**src/rtl/regfile_dump_reader.sv**
```systemverilog
// Readback engine: walks an inclusive, wrapping register range through one
// read port and streams (address, data, last) words over valid/ready.
module regfile_dump_reader #(
    parameter int DATA_W   = 32,
    parameter int ADDR_W   = 5,
    parameter int NUM_REGS = 32
) (
    input  logic              clk,
    input  logic              rst,
    input  logic              start,
    input  logic              abort,
    input  logic [ADDR_W-1:0] start_addr,
    input  logic [ADDR_W-1:0] end_addr,
    output logic [ADDR_W-1:0] rd_reg,
    input  logic [DATA_W-1:0] rd_data,
    output logic              out_valid,
    input  logic              out_ready,
    output logic [ADDR_W-1:0] out_addr,
    output logic [DATA_W-1:0] out_data,
    output logic              out_last,
    output logic              busy,
    output logic              done
);

    localparam logic [1:0] S_IDLE = 2'd0;
    localparam logic [1:0] S_READ = 2'd1;
    localparam logic [1:0] S_HOLD = 2'd2;
    localparam logic [1:0] S_DONE = 2'd3;

    logic [1:0]        r_state;
    logic [ADDR_W-1:0] r_cur_addr;
    logic [ADDR_W-1:0] r_end_q;
    logic              r_out_valid;
    logic [ADDR_W-1:0] r_out_addr;
    logic [DATA_W-1:0] r_out_data;
    logic              r_out_last;
    logic              w_handshake;

    assign w_handshake = r_out_valid && out_ready;

    // cur_addr only changes on the way into READ, so it doubles as the
    // read-port address and naturally holds its value in other states.
    assign rd_reg    = r_cur_addr;
    assign out_valid = r_out_valid;
    assign out_addr  = r_out_addr;
    assign out_data  = r_out_data;
    assign out_last  = r_out_last;
    assign busy      = (r_state != S_IDLE);
    // Gated by abort so an abort landing in DONE suppresses the pulse.
    assign done      = (r_state == S_DONE) && !abort;

    always_ff @(posedge clk or posedge rst) begin
        if (rst) begin
            r_state     <= S_IDLE;
            r_cur_addr  <= '0;
            r_end_q     <= '0;
            r_out_valid <= 1'b0;
            r_out_addr  <= '0;
            r_out_data  <= '0;
            r_out_last  <= 1'b0;
        end else begin
            case (r_state)
                S_IDLE: begin
                    if (start) begin
                        r_cur_addr <= start_addr;
                        r_end_q    <= end_addr;
                        r_state    <= S_READ;
                    end
                end
                S_READ: begin
                    if (abort) begin
                        r_out_valid <= 1'b0;
                        r_out_last  <= 1'b0;
                        r_state     <= S_IDLE;
                    end else begin
                        r_out_data  <= rd_data;
                        r_out_addr  <= r_cur_addr;
                        r_out_last  <= (r_cur_addr == r_end_q);
                        r_out_valid <= 1'b1;
                        r_state     <= S_HOLD;
                    end
                end
                S_HOLD: begin
                    if (abort) begin
                        r_out_valid <= 1'b0;
                        r_out_last  <= 1'b0;
                        r_state     <= S_IDLE;
                    end else if (w_handshake) begin
                        r_out_valid <= 1'b0;
                        if (r_out_last) begin
                            r_state <= S_DONE;
                        end else begin
                            // NUM_REGS == 2**ADDR_W, so overflow is the wrap.
                            r_cur_addr <= r_cur_addr + ADDR_W'(1);
                            r_state    <= S_READ;
                        end
                    end
                end
                S_DONE: begin
                    if (abort) begin
                        r_out_valid <= 1'b0;
                        r_out_last  <= 1'b0;
                    end
                    r_state <= S_IDLE;
                end
                default: r_state <= S_IDLE;
            endcase
        end
    end

endmodule

```
**config.mk**
```make
export PLATFORM = sky130hd
export DESIGN_NAME = regfile_dump_reader
export DESIGN_NICKNAME = d
export VERILOG_FILES = /design/src/rtl/regfile_dump_reader.sv
export SDC_FILE = /design/constraint.sdc
export NUM_CORES = 1
export LEC_CHECK = 0
export BUFFER_PORTS_ARGS = -buffer_cell sky130_fd_sc_hd__buf_2
export CORE_UTILIZATION = 49
export CTS_BUF_LIST = sky130_fd_sc_hd__clkbuf_8
export DETAILED_ROUTE_END_ITERATION = 10
export GPL_ROUTABILITY_DRIVEN = 0
export HOLD_SLACK_MARGIN = 0.05
export PLACE_DENSITY = 0.82
export SYNTH_ARGS = -nofsm -noshare
export SYNTH_HDL_FRONTEND = slang
export SYNTH_SLANG_ARGS = --single-unit
export TNS_END_PERCENT = 50
```
**constraint.sdc**
```tcl
create_clock -name clk -period 2 [get_ports clk]
set_clock_uncertainty 0.2 [all_clocks]
set_input_delay 0.1 -clock clk [delete_from_list [all_inputs] [get_ports clk]]
set_output_delay 0.1 -clock clk [all_outputs]
set_load 0.01 [all_outputs]
```
==> metrics <==
worst slew pin tran=467 ps; Die Footprint=4670 sq um; #FFs+latches synth=51; First-pass DRT Iterations=4; Cells after Synth=156; Site Rows=23; CTS tree=yes; hold_buf cts=46; Ports=93; EDFF count, synth=0; Post-Route WL=5290 um; Worst Reg2Reg Path Length in Cells=3; final hold violation count=0; Max IR drop VDD=0.000653 V; yosys warns=0; final setup vio count=0; initial antenna violation count=0; first-pass GRT wire length=8110 um; Largest register FFs=32; via/cell ratio=5.23; H-tree depth=2; antenna cells=0; status=completed; WL met3=332 um; number of global-route vias before repair=1751; commonest non-fill, non-tap cells in the layout=buf_2 (92), dfrtp_1 (51), dlygate4sd3_1 (46), mux2_2 (44); Port Buffers=92; Synth area leaders=dfrtp_1 (59%), mux2_2 (23%), o211ai_1 (2.1%); Clock Tree Root=clkbuf_8; footprint of the multi-input gates=838 sq um; First DRT Iteration DRCs=89; CP Launch Type=input port; largest net degree at the start of global routing=38; Post-CTS Resized=0; die height=68.4 um; core region area=4120 sq um; Nets=349; Num Clock Sinks=51; fmax=512 MHz; via count=1840; worst setup path startpoint=abort; Syn Area/Cell=13.8 sq um; CP Capture Point=out_last; CP Max Fanout=6; final period demand of the worst path=1960 ps; post-synth top area cell=dfrtp_1; worst reg2reg path endpoint=out_last; Tot GR Track Use=0.242; Tcrit/Tclk final=0.978; pwr/cell area=1190 nW/um^2; asr flop ratio synth=1.00; critical path class=in -> reg; Yosys top cell area share=0.591; register area=1280 sq um; CP required=2010 ps; Mapped Nets=204; Bufs on Longest Clock Path=2; final std cells w/o fill=352; CTS Buf Count=5; Slew Limit Fails=0; Post-CTS Setup Bufs=0; CP Capture Type=flop; Worst EP arrival=1960 ps; Slew HR=0.689; overflow left after global routing=0; area delta synth->final=52.7%; Max Cap Viol=0; metal1 wirelength=2140 um; RSZ-0062 raised after global routing=no; setup slack, reg-to-reg=160 ps; fillers=248; commonest non-fill, non-tap cell in the layout=buf_2; Top Metal Used=met4; main flop type after synthesis=dfrtp_1; R2R Path Start=r_state[1]; share of cells above drive strength 1=0.510; WHS=145 ps; CTS clk-pin slew, worst paths=90 ps; Die X=68.4 um; # DRC=0; leakage power=0.00158 uW; Final HPWL DP=3200 um; clk_lat worst skew=290 ps; initial core utilization=0.524; HP Class=in -> async; Seq/Total Area, Yosys=0.591; TNS Setup=0 ps; dpl cells=298; drt wl/cell=15.0 um; count of cell types in the netlist=27; Routed Antenna Nets=0; Mapped Area=2160 sq um; metal2 WL=2750 um
metrics by stage:
step                total power [uW]  area, sq um  setup slack, ps  utilization
floorplan                       2490         2160              217            -
global placement                3070         2720              233        0.660
detailed placement              3110         2720              136        0.660
CTS                             3920         3300             55.6        0.801
global route                    4170         3300             21.6        0.801
finish                          3910         3300             45.0        0.801
power by group:
group / internal (uW) / total [uW] / switching (uW) / leakage [uW]
registers: 1450 / 1720 / 272 / 0.000608
clock network: 405 / 730 / 325 / 0.0000612
logic: 790 / 1460 / 671 / 0.000910
critical path: stages:
cell and delay, ps:
dlygate4sd3_1 540, buf_2 160, or3b_1 360, or4_1 540, o31ai_1 250
area by class of cell:
type	count	area share
Timing Repair Buffer	146	0.301
Tap cell	50	0.0190
Multi-Input combinational cell	95	0.254
Sequential cell	51	0.387
Clock buffer	6	0.0251
Inverter	2	0.00228
Clock inverter	2	0.0106
Yosys cell counts, types with 3 or more instances:
| master | number |
|---|---|
| buf_2 | 5 |
| xor2_1 | 5 |
| o211ai_1 | 6 |
| clkbuf_1 | 3 |
| dfrtp_1 | 51 |
| mux2_2 | 44 |
| nand2b_1 | 4 |
| nand2_1 | 7 |
| a21oi_1 | 3 |
cell families after synthesis:
group                    count (synthesis)  synth area share
XOR/XNOR                                 5            0.0203
AND/OR/NAND/NOR                         28            0.0783
AO/OA/AOI/OAI                           17            0.0545
multiplexers                            44             0.230
flip-flops                              51             0.591
adder cells (fa/ha/maj)                  1           0.00580
buffers and inverters                   10            0.0203
how the worst min path moves through the flow:
stage | startpoint | to | slack [ps] | cells after the start
floorplan | abort | r_state[1] | -40 | 1
global placement | rst | out_data[21] | -90 | 2
detailed placement | rst | out_data[21] | -90 | 2
CTS | rst | out_data[21] | 130 | 3
global route | rst | out_data[17] | 170 | 3
finish | rst | out_data[21] | 150 | 3
metal layers:
metal  vias to the layer above  GRT usage
li1                        850          -
met4                         0      0.104
met3                         7     0.0633
met5                         -          0
met1                       914      0.285
met2                        69      0.414
Power figures use the tool's default switching activity.
